--- src/rtl/forwarding.sv ---
// rtl/forwarding.sv - WB-to-ID/EXM operand forwarding select with post-reset warm-up gate
module forwarding (
  input  logic        clk,
  input  logic        rst_n,
  input  logic [31:0] IDinst,
  input  logic [31:0] EXMinst,
  input  logic [31:0] WBinst,
  input  logic [3:0]  IDEXMMEMWen,
  input  logic        EXMWBRegWen,
  input  logic        IDEXMRegWen,
  output logic        regq1src,
  output logic        regq2src,
  output logic        alurs1src,
  output logic        alurs2src,
  output logic        memdsrc,
  output logic        branchrs1src,
  output logic        branchrs2src
);

  localparam logic [6:0] OP_R      = 7'b0110011;
  localparam logic [6:0] OP_I      = 7'b0010011;
  localparam logic [6:0] OP_LOAD   = 7'b0000011;
  localparam logic [6:0] OP_STORE  = 7'b0100011;
  localparam logic [6:0] OP_BRANCH = 7'b1100011;
  localparam logic [6:0] OP_JALR   = 7'b1100111;

  logic [1:0] cnt_q, cnt_d;
  logic       warm;

  // Instruction fields
  logic [6:0] id_op, exm_op;
  logic [4:0] id_rs1, id_rs2, exm_rs1, exm_rs2, wb_rd;

  // The EXM-stage rd write enable is intentionally ignored; folded here so it is visibly consumed.
  logic unused_inputs;
  assign unused_inputs = ^{IDEXMRegWen, IDinst[31:25], IDinst[14:7], EXMinst[31:25],
                           EXMinst[14:7], WBinst[31:12], WBinst[6:0]};

  assign id_op   = IDinst[6:0];
  assign id_rs1  = IDinst[19:15];
  assign id_rs2  = IDinst[24:20];
  assign exm_op  = EXMinst[6:0];
  assign exm_rs1 = EXMinst[19:15];
  assign exm_rs2 = EXMinst[24:20];
  assign wb_rd   = WBinst[11:7];

  // Warm-up counter next state: saturate at 2
  always_comb begin
    cnt_d = cnt_q;
    if (cnt_q < 2'd2) cnt_d = cnt_q + 2'd1;
  end

  // Warm-up counter register; cleared immediately by reset
  always_ff @(posedge clk or negedge rst_n) begin
    if (!rst_n) cnt_q <= 2'd0;
    else        cnt_q <= cnt_d;
  end

  // rst_n is also ANDed in so outputs drop in the same instant reset asserts
  assign warm = (cnt_q == 2'd2) && rst_n;

  function automatic logic wbhit(input logic [4:0] r, input logic [4:0] rd,
                                 input logic wen, input logic w);
    return wen && (rd == r) && (r != 5'd0) && w;
  endfunction

  // Per-consumer forwarding selects; loads and ALU results forward identically, no stall
  always_comb begin
    regq1src     = 1'b0;
    regq2src     = 1'b0;
    alurs1src    = 1'b0;
    alurs2src    = 1'b0;
    memdsrc      = 1'b0;
    branchrs1src = 1'b0;
    branchrs2src = 1'b0;

    if (id_op == OP_R || id_op == OP_I || id_op == OP_LOAD || id_op == OP_STORE ||
        id_op == OP_BRANCH || id_op == OP_JALR)
      regq1src = wbhit(id_rs1, wb_rd, EXMWBRegWen, warm);

    if (id_op == OP_R || id_op == OP_STORE || id_op == OP_BRANCH)
      regq2src = wbhit(id_rs2, wb_rd, EXMWBRegWen, warm);

    if (exm_op == OP_R || exm_op == OP_I || exm_op == OP_LOAD || exm_op == OP_STORE ||
        exm_op == OP_JALR)
      alurs1src = wbhit(exm_rs1, wb_rd, EXMWBRegWen, warm);

    if (exm_op == OP_R)
      alurs2src = wbhit(exm_rs2, wb_rd, EXMWBRegWen, warm);

    if (exm_op == OP_STORE && IDEXMMEMWen != 4'd0)
      memdsrc = wbhit(exm_rs2, wb_rd, EXMWBRegWen, warm);

    if (exm_op == OP_BRANCH) begin
      branchrs1src = wbhit(exm_rs1, wb_rd, EXMWBRegWen, warm);
      branchrs2src = wbhit(exm_rs2, wb_rd, EXMWBRegWen, warm);
    end
  end

endmodule

--- config.mk ---
export PLATFORM = sky130hd
export DESIGN_NAME = forwarding
export DESIGN_NICKNAME = d
export VERILOG_FILES = /design/src/rtl/forwarding.sv
export SDC_FILE = /design/constraint.sdc
export NUM_CORES = 1
export LEC_CHECK = 0
export CORE_MARGIN = 3
export CORE_UTILIZATION = 18
export DETAILED_ROUTE_END_ITERATION = 7
export PLACE_DENSITY = 0.89
export SYNTH_ARGS = -nofsm -noshare
export SYNTH_HDL_FRONTEND = slang
export SYNTH_SLANG_ARGS = --single-unit
export TNS_END_PERCENT = 1
--- constraint.sdc ---
create_clock -name clk -period 2.6 [get_ports clk]
set_clock_uncertainty 0.2 [all_clocks]
set_input_delay 0.52 -clock clk [delete_from_list [all_inputs] [get_ports clk]]
set_output_delay 0.52 -clock clk [all_outputs]
set_load 0.1 [all_outputs]
==> impl_metrics.py <==
metrics = {
    "synthesis": {
        "synth_warnings": 0,
        "syn_area_sq_um": 498.0,
        "synth_cell_types": 25,
        "ys_seq_area_share_pct": 10.05,
        "synthCells": 65,
        "syn_nets": 170,
        "ys_seq_elements": 2,
        "syn_area_per_cell_sq_um": 7.661,
    },
    "place": {
        "gp_congestion": 0.8045,
        "placed_area_sq_mm": 0.001319,
        "dp_hpwl_um": 1999,
        "io_buffers": 52,
    },
    "floorplanning": {
        "io_pins": 111,
        "initial_core_util_pct": 19.57,
        "fp.dieH_um": 58.60,
        "die_w_um": 58.60,
        "core_region_area_sq_mm": 0.002545,
        "rows": 18,
        "dieArea_sq_mm": 0.003433,
    },
    "global_route": {
        "grt_usage_pct": 13.79,
        "grt_pass1_wl_um": 3753,
        "grt_max_degree": 7,
        "antenna_found_initial": 0,
        "grt_pass1_vias": 959,
        "gr-total-overflow": 0,
    },
    "detailed_routing": {
        "vias": 793,
        "first_iter_violations": 19,
        "drt-wirelength-per-cell_um": 13.57,
        "drtPass1Iterations": 4,
        "wl_um": 2348,
        "antenna_left": 0,
        "drcViolationCount": 0,
        "viasPerCell": 4.584,
    },
    "finish": {
        "final_common_cell": "clkdlybuf4s50_1",
        "design_area_sq_mm": 0.001410,
        "fillers": 236,
        "diodes": 0,
        "largest_reg_flops": 2,
        "nNetsFinal": 250,
        "final_cell_mix": "33 x clkdlybuf4s50_1, 23 x buf_4, 15 x xor2_1",
        "post-route-util_pct": 55.41,
        "syn2layout_area_growth_pct": 183.2,
        "drive_above_1_share_pct": 35.66,
        "regMostFlops": "cnt_q",
        "top_regs": "cnt_q x2",
    },
    "critical_path": {
        "critPathSlowestCell": "or4_4",
        "worstPathMaxFanout": 2,
        "worst_path_dominant_cell_family": "simple AND/OR/NAND/NOR gates",
        "crit_buf_inv": 2,
        "r2r_slack_ns": 1.55,
        "r2r-start": "cnt_q[1]",
        "cpPeakStageDelay_ns": 0.52,
        "start_kind": "input port",
        "crit_type": "in2out",
        "rr_worst_depth": 2,
        "rr_endpoint": "cnt_q[1]",
        "cp_data_required_time_ns": 1.88,
        "crit_top_cell": "or4_4",
        "cp.arrival_ns": 2.22,
        "cp_cell_sequence": "dlygate4sd2_1 > nand2b_4 > or4_4 > or4_4 > nor2_4 > buf_12",
        "startpoint": "EXMinst[2]",
        "worst_setup_path_end_kind": "primary output",
    },
    "timing": {
        "drv_slew": 0,
        "holdWs_ns": 0.1446,
        "tightest_slew_ns": 0.3248,
        "final_min_period_over_clock_period_pct": 113.3,
        "fin_crit_ns": 2.945,
        "slew_headroom_pct": 78.20,
        "layout_setup_ws_ns": -0.3449,
        "fmax_ghz": 0.3396,
        "finalSetupViolCount": 7,
        "hold_viol": 0,
        "rsz0062_at_grt": "true",
    },
    "clock_tree": {
        "insertion_delay_ns": 0.22,
        "clkTransAtPathRegs_ns": 0.03,
        "clk_path_buf_depth": 2,
        "cts-root-buf": "clkbuf_4",
        "h-tree-depth": 1,
        "tritoncts": "done",
        "ctsHoldBuffers": 0,
        "numCtsBuffers": 3,
        "cts.sinks": 2,
    },
    "outcome": {
        "violations": "negative setup slack",
        "status": "finished with violations",
    },
    "job": {
        "max-cap-violations": 0,
    },
    "power_and_ir_drop": {
        "ir_drop_mv": 0.2575,
        "power_mw": 0.2488,
        "leakage_nw": 0.5951,
        "power_density_mw_per_mm2": 176.4,
    },
    "worst_hold_path": {
        "worstHoldPathType": "in2async",
    },
}
==> logic make-up (layout without fill, tap and decap cells) <==
kind of cell | count (synthesis) | in the layout | share of synthesized area, %
compound gates | 8 | 8 | 11.56
xor+xnor | 17 | 17 | 29.90
fa+ha+maj | 1 | 1 | 2.512
buf+inv | 4 | 82 | 3.014
flops | 2 | 2 | 10.05
simple gates | 33 | 33 | 42.96
==> how the worst max path moves through the flow <==
stage	end	depth (start not counted)
floorplan	alurs2src	3
global placement	memdsrc	6
detailed placement	memdsrc	6
CTS	memdsrc	7
global route	memdsrc	7
finish	memdsrc	6
==> routing by layer <==
layer | routed length (um) | GRT usage (%) | vias up
met3 | 233 | 3.070 | 8
li1 | - | - | 396
met2 | 1223 | 27.27 | 40
met5 | 0 | 0 | -
met4 | 41 | 4.854 | 0
met1 | 850 | 13.89 | 349
==> cell type report <==
type | count | area (sq um) | area share [%]
multi-input combinational | 59 | 533.0 | 37.80
sequential | 2 | 50.05 | 3.549
inverter | 4 | 15.01 | 1.065
timing repair buffer | 75 | 752.0 | 53.33
clock buffer | 3 | 22.52 | 1.597
tap | 30 | 37.54 | 2.662
==> cells in the mapped netlist <==
cell / instances / area, sq um
nor2_1: 4 / 15.01
o22ai_1: 1 / 6.260
nand2b_4: 1 / 13.76
inv_1: 4 / 15.01
ha_1: 1 / 12.51
a211oi_1: 1 / 7.510
nand3_2: 1 / 10.01
a2111oi_0: 1 / 8.760
o2111a_1: 1 / 11.26
a21oi_1: 1 / 5.000
nor4_4: 1 / 21.27
nor4_1: 5 / 31.28
a221oi_1: 1 / 8.760
o21ai_1: 2 / 10.01
nor3_1: 7 / 35.03
nand2b_1: 3 / 18.77
nand4_1: 1 / 6.260
xnor2_1: 2 / 17.52
nor4b_1: 1 / 8.760
and2_1: 2 / 12.51
nand2_1: 4 / 15.01
dfrtp_1: 2 / 50.05
xor2_1: 15 / 131.4
or4_1: 2 / 15.01
or4_4: 1 / 11.26
==> what timing repair did <==
| item | CTS | global route |
|---|---|---|
| gates resized for setup | 16 | 6 |
| endpoints found under the hold margin | 0 | 0 |
| pin swaps | 12 | 4 |
| buffers inserted | 4 | 0 |
| endpoints found under the setup margin | 7 | 7 |
==> where the power goes <==
part / leakage, nW / internal, mW / switching (mW)
sequential: 0.0227 / 0.0314 / 0
clock: 0.0138 / 0.0507 / 0.0150
combinational: 0.559 / 0.0947 / 0.0570
total: 0.595 / 0.177 / 0.0720
==> stage by stage <==
step / TNS (ns) / worst slack [ns] / cells
after floorplan: -1.410 / -0.4323 / 65
after global placement: -2.483 / -0.5591 / 166
after detailed placement: -2.842 / -0.5995 / 166
after CTS: -1.561 / -0.4024 / 173
after global routing: -1.881 / -0.3800 / 173
final: -1.300 / -0.3449 / 173
Power figures use the tool's default switching activity.
